**config.mk**
```make
export PLATFORM = sky130hd
export DESIGN_NAME = uart_tx_fifo
export DESIGN_NICKNAME = d
export VERILOG_FILES = /design/src/rtl/uart_tx_fifo.sv
export SDC_FILE = /design/constraint.sdc
export NUM_CORES = 1
export LEC_CHECK = 0
export BUFFER_PORTS_ARGS = -buffer_cell sky130_fd_sc_hd__buf_4
export CAP_MARGIN = 30
export CORE_UTILIZATION = 43
export DETAILED_ROUTE_END_ITERATION = 8
export HOLD_SLACK_MARGIN = 0.02
export PLACE_DENSITY = 0.69
export SLEW_MARGIN = 10
export SYNTH_ARGS = -nofsm -noshare
export SYNTH_HDL_FRONTEND = slang
export SYNTH_SLANG_ARGS = --single-unit
export TNS_END_PERCENT = 10
```
**constraint.sdc**
```tcl
create_clock -name clock -period 2.5 [get_ports clock]
set_input_delay 0.25 -clock clock [delete_from_list [all_inputs] [get_ports clock]]
set_output_delay 0.25 -clock clock [all_outputs]
set_load 0.02 [all_outputs]
```
**src/rtl/uart_tx_fifo.sv**
```systemverilog
// uart_tx_fifo: UART transmitter with a small TX FIFO, configurable data
// width, optional parity and 1 or 2 stop bits. The baud rate comes from an
// integer divider of the system clock. Frames leave back-to-back whenever
// the FIFO still holds words at the end of a stop period.
module uart_tx_fifo #(
  parameter int CLK_DIV    = 4,
  parameter int DATA_BITS  = 8,
  parameter int PARITY     = 0,
  parameter int STOP_BITS  = 1,
  parameter int FIFO_DEPTH = 4,
  parameter int CW         = $clog2(FIFO_DEPTH) + 1
) (
  input  logic                 clock,
  input  logic                 reset_n,
  input  logic [DATA_BITS-1:0] data,
  input  logic                 send,
  output logic                 ready,
  output logic                 busy,
  output logic                 done,
  output logic                 overflow,
  output logic [CW-1:0]        fifo_count,
  output logic                 tx
);

  localparam int AW = $clog2(FIFO_DEPTH);
  localparam int DW = $clog2(CLK_DIV);
  localparam int BW = $clog2(DATA_BITS);

  localparam logic [DW-1:0] DIV_LAST  = DW'(CLK_DIV - 1);
  localparam logic [BW-1:0] BIT_LAST  = BW'(DATA_BITS - 1);
  localparam logic          STOP_LAST = (STOP_BITS == 2);

  typedef enum logic [2:0] {
    IDLE  = 3'd0,
    START = 3'd1,
    DATA  = 3'd2,
    PAR   = 3'd3,
    STOP  = 3'd4
  } state_t;

  state_t               state;

  // FIFO storage and pointers
  logic [DATA_BITS-1:0] mem [FIFO_DEPTH];
  logic [AW-1:0]        wr_ptr;
  logic [AW-1:0]        rd_ptr;

  // Bit timing
  logic [DW-1:0]        div_cnt;
  logic [BW-1:0]        bit_idx;
  logic                 stop_idx;

  // Frame payload
  logic [DATA_BITS-1:0] shreg;
  logic                 par_bit;

  logic                 push;
  logic                 pop;
  logic                 fifo_empty;
  logic                 bit_end;
  logic                 frame_end;

  // Parity bit for a word: even parity is the plain XOR of the data bits,
  // odd parity its inverse so the total count of ones comes out odd.
  function automatic logic parity_of(input logic [DATA_BITS-1:0] w);
    if (PARITY == 1) begin
      return ~(^w);
    end
    return ^w;
  endfunction

  // ready looks only at the registered count, so a push that coincides with
  // a pop while full is still refused.
  assign ready      = (fifo_count < CW'(FIFO_DEPTH));
  assign busy       = (state != IDLE);
  assign fifo_empty = (fifo_count == '0);
  assign push       = send && ready;
  assign bit_end    = (div_cnt == DIV_LAST);
  assign frame_end  = (state == STOP) && bit_end && (stop_idx == STOP_LAST);
  // A word leaves the FIFO either from IDLE or on the last stop edge, which
  // is what lets consecutive frames abut without an idle bit.
  assign pop        = !fifo_empty && ((state == IDLE) || frame_end);

  // Write accepted words into FIFO storage
  always_ff @(posedge clock) begin
    if (push) begin
      mem[wr_ptr] <= data;
    end
  end

  // FIFO pointers, occupancy and sticky overflow flag
  always_ff @(posedge clock) begin
    if (!reset_n) begin
      wr_ptr     <= '0;
      rd_ptr     <= '0;
      fifo_count <= '0;
      overflow   <= 1'b0;
    end else begin
      if (push) begin
        wr_ptr <= wr_ptr + AW'(1);
      end
      if (pop) begin
        rd_ptr <= rd_ptr + AW'(1);
      end
      if (push && !pop) begin
        fifo_count <= fifo_count + CW'(1);
      end else if (pop && !push) begin
        fifo_count <= fifo_count - CW'(1);
      end
      if (send && !ready) begin
        overflow <= 1'b1;
      end
    end
  end

  // Load the popped word with its parity, then shift it out LSB first
  always_ff @(posedge clock) begin
    if (pop) begin
      shreg   <= mem[rd_ptr];
      par_bit <= parity_of(mem[rd_ptr]);
    end else if (bit_end && ((state == START) || (state == DATA))) begin
      shreg <= shreg >> 1;
    end
  end

  // Frame sequencer: every non-idle state holds tx for one bit period
  always_ff @(posedge clock) begin
    if (!reset_n) begin
      state    <= IDLE;
      div_cnt  <= '0;
      bit_idx  <= '0;
      stop_idx <= 1'b0;
      tx       <= 1'b1;
      done     <= 1'b0;
    end else begin
      done <= 1'b0;
      if (state != IDLE) begin
        div_cnt <= bit_end ? '0 : div_cnt + DW'(1);
      end
      case (state)
        IDLE: begin
          if (pop) begin
            state <= START;
            tx    <= 1'b0;
          end
        end
        START: begin
          if (bit_end) begin
            state   <= DATA;
            tx      <= shreg[0];
            bit_idx <= '0;
          end
        end
        DATA: begin
          if (bit_end) begin
            if (bit_idx == BIT_LAST) begin
              stop_idx <= 1'b0;
              if (PARITY != 0) begin
                state <= PAR;
                tx    <= par_bit;
              end else begin
                state <= STOP;
                tx    <= 1'b1;
              end
            end else begin
              tx      <= shreg[0];
              bit_idx <= bit_idx + BW'(1);
            end
          end
        end
        PAR: begin
          if (bit_end) begin
            state    <= STOP;
            tx       <= 1'b1;
            stop_idx <= 1'b0;
          end
        end
        STOP: begin
          if (frame_end) begin
            done <= 1'b1;
            if (pop) begin
              state <= START;
              tx    <= 1'b0;
            end else begin
              state <= IDLE;
              tx    <= 1'b1;
            end
          end else if (bit_end) begin
            stop_idx <= 1'b1;
          end
        end
        default: begin
          state <= IDLE;
          tx    <= 1'b1;
        end
      endcase
    end
  end

endmodule

```
**After elaboration in Yosys (flattened, before gate mapping)**

Memory sizes are Yosys's and may differ from the RTL's. A register that Yosys moved wholly into a read port is not among the register bits.
Index checks and enable logic that the tools add are counted.

- Bits in registers: 27
- RAM bits: 32
- Bits of input ports: 11
- Output and inout bits: 8
- Logic and storage cells: 96
- Memories: 1

Memory list:

| memory | words | bits a word | read ports | clocked after Yosys merged registers in | wr ports | line | text |
|---|---|---|---|---|---|---|---|
| mem | 4 | 8 | 1 | 1 | 1 | 44 | `logic [DATA_BITS-1:0] mem [FIFO_DEPTH];` |

- Add/subtract/negate cells: 6
- $lt $le $gt $ge: 1
- Equal/unequal tests: 15
- Muxes and demuxes: 35
- Bitwise logic cells: 1
- Reduce and logical (&&, ||, !) cells: 26

Operators by type and width:

| cell | count |
|---|---|
| $mux 3 | 11 |
| $mux 8 | 2 |
| $ne 2x2->1 const B | 8 |
| $mux 1 | 15 |
| $pmux 3 s5 | 1 |
| $reduce_and 6->1 | 2 |
| $logic_and 1x1->1 | 8 |
| $add 2x1->2 const B | 3 |
| $add 3x1->3 const B | 2 |
| $eq 3x2->1 const B | 2 |
| $eq 3x3->1 const B | 2 |
| $logic_not 3->1 | 2 |
| $mux 2 | 3 |
| $pmux 3 s2 | 1 |
| $reduce_bool 2->1 | 3 |
| $reduce_bool 3->1 | 2 |
| $pmux 1 s5 | 1 |
| $reduce_and 5->1 | 1 |
| $logic_not 1->1 | 4 |
| $reduce_and 4->1 | 1 |
| $eq 3x1->1 const B | 1 |
| $lt 3x3->1 const B | 1 |
| $pmux 1 s3 | 1 |
| $sub 3x1->3 const B | 1 |
| 5 further kinds | 6 |

**Logic depth before layout (Yosys ltp)**

- Word-level depth: 8
- Gate-level depth with buffers: 11
- Gate-level depth less buffers: 10

**Least setup slack after synthesis**

OpenSTA, ideal clock, no wires.

- Path type: register to register
- From: register fifo_count[2]
- To: register fifo_count[2]
- Library setup time: 0.071 ns
- Data arrival time: 2.241 ns
- Required time: 2.429 ns
- Setup slack: 0.188 ns
- Stages on the path, launching flop included: 11
- Buffers on the path: 1
- Clock period less this slack: 2.312 ns
- Path through: dfxtp_1 nor3_1 a211oi_4 buf_6 inv_1 ha_1 inv_1 fa_1 xor2_1 or3_1 a21oi_1

- Longest elaborated chain between the ends: 6
- Elaborated cells on any way between the ends: 14
- Those cells by class: 2 x add/sub; 1 x order compare; 2 x mux; 9 x reduce/logical

Ends and longest elaborated chain:

| element | line | text |
|---|---|---|
| start: declaration | 21 | `output logic [CW-1:0] fifo_count,` |
| start signal: assignment | 106 | `fifo_count <= fifo_count + CW'(1);` |
| start signal: assignment | 108 | `fifo_count <= fifo_count - CW'(1);` |
| parallel branches: the longest is 6 deep, another holds $lt 3x3->1 | -- |  |

Several ways; the timed one is not identified. The select of a mux whose other input is x is not followed.
A chain may end at the register's enable or synchronous reset.

**Final worst setup path**

- From: register fifo_count[0]
- To: register fifo_count[2]

Same word-level chain as after synthesis.

==> out/results.txt <==
global-route wire length before repair - 6820 um
post-cts resize count - 0
number of max-cap violations - 0
setup TNS - 0 ns
worst slew pin tran - 0.538 ns
DRC viols - 0
pre-CTS setup slack - 0.269 ns
CP Class - reg -> reg
Yosys warnings - 0
layout cells sized above 1 - 23.2%
final hold violation count - 0
row count - 27
CTS HTree Levels - 3
drt wl/cell - 14.1 um
DIE AREA - 6200 um^2
Die Span Y - 78.7 um
n_diodes - 0
I/O pin cnt - 19
CTS Hold Bufs - 0
post-synthesis average cell area - 14.1 um^2
maximum net fanout on the critical path - 4
CP endpoint kind - register
Worst EP required - 2.76 ns
vias in the first global route - 1351
WL final - 4000 um
CTS Root Cell - clkbuf_8
leak pwr - 1.10 nW
most common cell after layout, fill and taps aside - edfxtp_1
RSZ-0062 raised after global routing - false
final worst-path cycle share - 89.3%
postcts setup bufs - 0
FF-to-FF Start - fifo_count[0]
Cell variety after synth - 38
final setup fails - 0
register area share after synthesis - 64.0%
worst hold stages - 1
post-route setup slack - 0.267 ns
All-Layer GR Usage - 15.2%
grt total ovfl - 0
nets@finish - 226
Pre-Repair DR Iteration Count - 4
Longest Clk Path Bufs - 2
hold_sp - data[4]
Post-Synthesis Cell Area - 2530 um^2
R2R depth - 9
most frequent cells in the layout - 40 x edfxtp_1, 25 x buf_4, 21 x dfxtp_1
largest net degree at the start of global routing - 17
crit path DAT - 2.49 ns
headroom to the max-slew limit - 63.6%
initial antenna violation count - 0
Worst Setup Start Kind - register
CTS sink cnt - 61
maximum vdd drop - 0.000514 V
Die W - 78.7 um
Pwr per Cell Area - 1040 nW/um^2
via count - 1450
Min Clock Period, post-route - 2.23 ns
Mapped Nets - 199
Reg-to-Reg End - fifo_count[2]
core area - 5610 um^2
Yosys reg bits - 61
outcome - finished clean
cell count after synthesis - 179
Area Overhead vs Synth - 16.4%
Max Freq - 448 MHz
Initial Utilization - 45.2%
fillers - 485
Reg2Reg Setup Slack - 0.27 ns
clk_lat worst skew - 0.32 ns
Min-Delay Path Class - in -> reg
Port-buffer cells - 18
CTS tree - yes
Worst-path clk slew - 0.06 ns
number of routed nets with antenna violations - 0
Final Wtd Congestion - 0.721
DPL Wire Length - 2690 um
initial drt markers - 102
Max Slew Vio Count - 0
total CTS buffers - 9
via/cell ratio - 5.12
WHS Endpoint - mem[0][4]
clock skew - 0.00396 ns
-- how the worst max path moves through the flow --
stage	start	to	slack, ns
global placement	fifo_count[0]	fifo_count[2]	0.36
CTS	fifo_count[0]	fifo_count[2]	0.25
global route	fifo_count[0]	fifo_count[2]	0.09
floorplan	fifo_count[2]	fifo_count[2]	0.19
detailed placement	fifo_count[0]	fifo_count[2]	0.27
finish	fifo_count[0]	fifo_count[2]	0.27
-- metal layers --
metal | wire [um] | GRT usage, % | up-vias
met4 | 77 | 7.78 | 0
li1 | - | - | 709
met3 | 196 | 5.29 | 7
met1 | 1940 | 20.5 | 697
met5 | 0 | 0 | -
met2 | 1790 | 21.6 | 37
-- worst max-delay path, cell delays in order, from the launching register on --
cell and delay [ns]:
dfxtp_1 0.36, nor3_1 0.42, a211oi_4 0.08, inv_1 0.10
ha_1 0.18, inv_1 0.06, fa_1 0.37, xor2_1 0.15
or3_1 0.30, a21oi_1 0.14
-- report_power, final --
group	internal, mW	switching, mW
sequential	1.32	0.114
combinational	0.402	0.422
clock	0.448	0.357
total	2.17	0.893
-- cell type report --
cell class                      instances  area [um^2]  share of cell area, %
Clock inverter                          6         53.8                   1.83
Inverter                                7         26.3                  0.892
Sequential cell                        61         1620                   55.0
Clock buffer                           10          128                   4.33
Multi-Input combinational cell        102          840                   28.5
Timing Repair Buffer                   25          188                   6.37
Tap cell                               72         90.1                   3.06
-- synthesized netlist by cell type, drive strengths merged --
cell	number	area [um^2]
edfxtp	40	1200
dfxtp	21	420
nor2	16	60.1
nand2	10	37.5
a21oi	8	40.0
ha	8	100
mux2	8	90.1
mux4	8	180
inv	6	22.5
and2	5	31.3
buf	5	30.0
clkbuf	4	15.0
nor3	4	20.0
o21ai	4	20.0
a22oi	3	22.5
nor2b	3	18.8
xor2	3	26.3
a22o	2	17.5
mux2i	2	20.0
nand2b	2	12.5
or3	2	12.5
xnor2	2	17.5
a2111oi	1	8.76
a211oi	1	20.0
a21o	1	7.51
a32oi	1	8.76
and3	1	6.26
clkinv	1	3.75
fa	1	20.0
nand3	1	5.00
nor4b	1	8.76
o211ai	1	7.51
o21a	1	7.51
o22ai	1	6.26
or2	1	6.26
-- registers in the layout, indices dropped and copies added (netlist names), named ones only --
register and flops:
shreg 8, tx 1, state 3, mem 32, done 1, wr_ptr 2
div_cnt 2, overflow 1, bit_idx 3, rd_ptr 2, stop_idx 1, fifo_count 3
-- cell families after synthesis --
group | count (synthesis) | share of synthesized area, %
buffers and inverters | 16 | 2.82
DFF | 61 | 64.0
xor gates and xnor gates | 5 | 1.73
muxes | 18 | 11.5
adders and majority gates | 9 | 4.74
AOI/OAI and AO/OA | 24 | 6.57
and+or+nand+nor | 46 | 8.65
-- per-stage QoR --
| step | hold slack (ns) | util (%) | instances | total power [mW] | instance area [um^2] |
|---|---|---|---|---|---|
| 2_1_floorplan | 0.349 | - | 179 | 2.06 | 2530 |
| 3_3_place_gp | 0.444 | 49.3 | 267 | 2.26 | 2770 |
| 3_5_place_dp | 0.456 | 49.3 | 267 | 2.29 | 2770 |
| 4_1_cts | 0.107 | 52.5 | 283 | 3.10 | 2950 |
| 5_1_grt | 0.109 | 52.5 | 283 | 3.26 | 2950 |
| 6_report | 0.128 | 52.5 | 283 | 3.06 | 2950 |
Power figures use the tool's default switching activity.
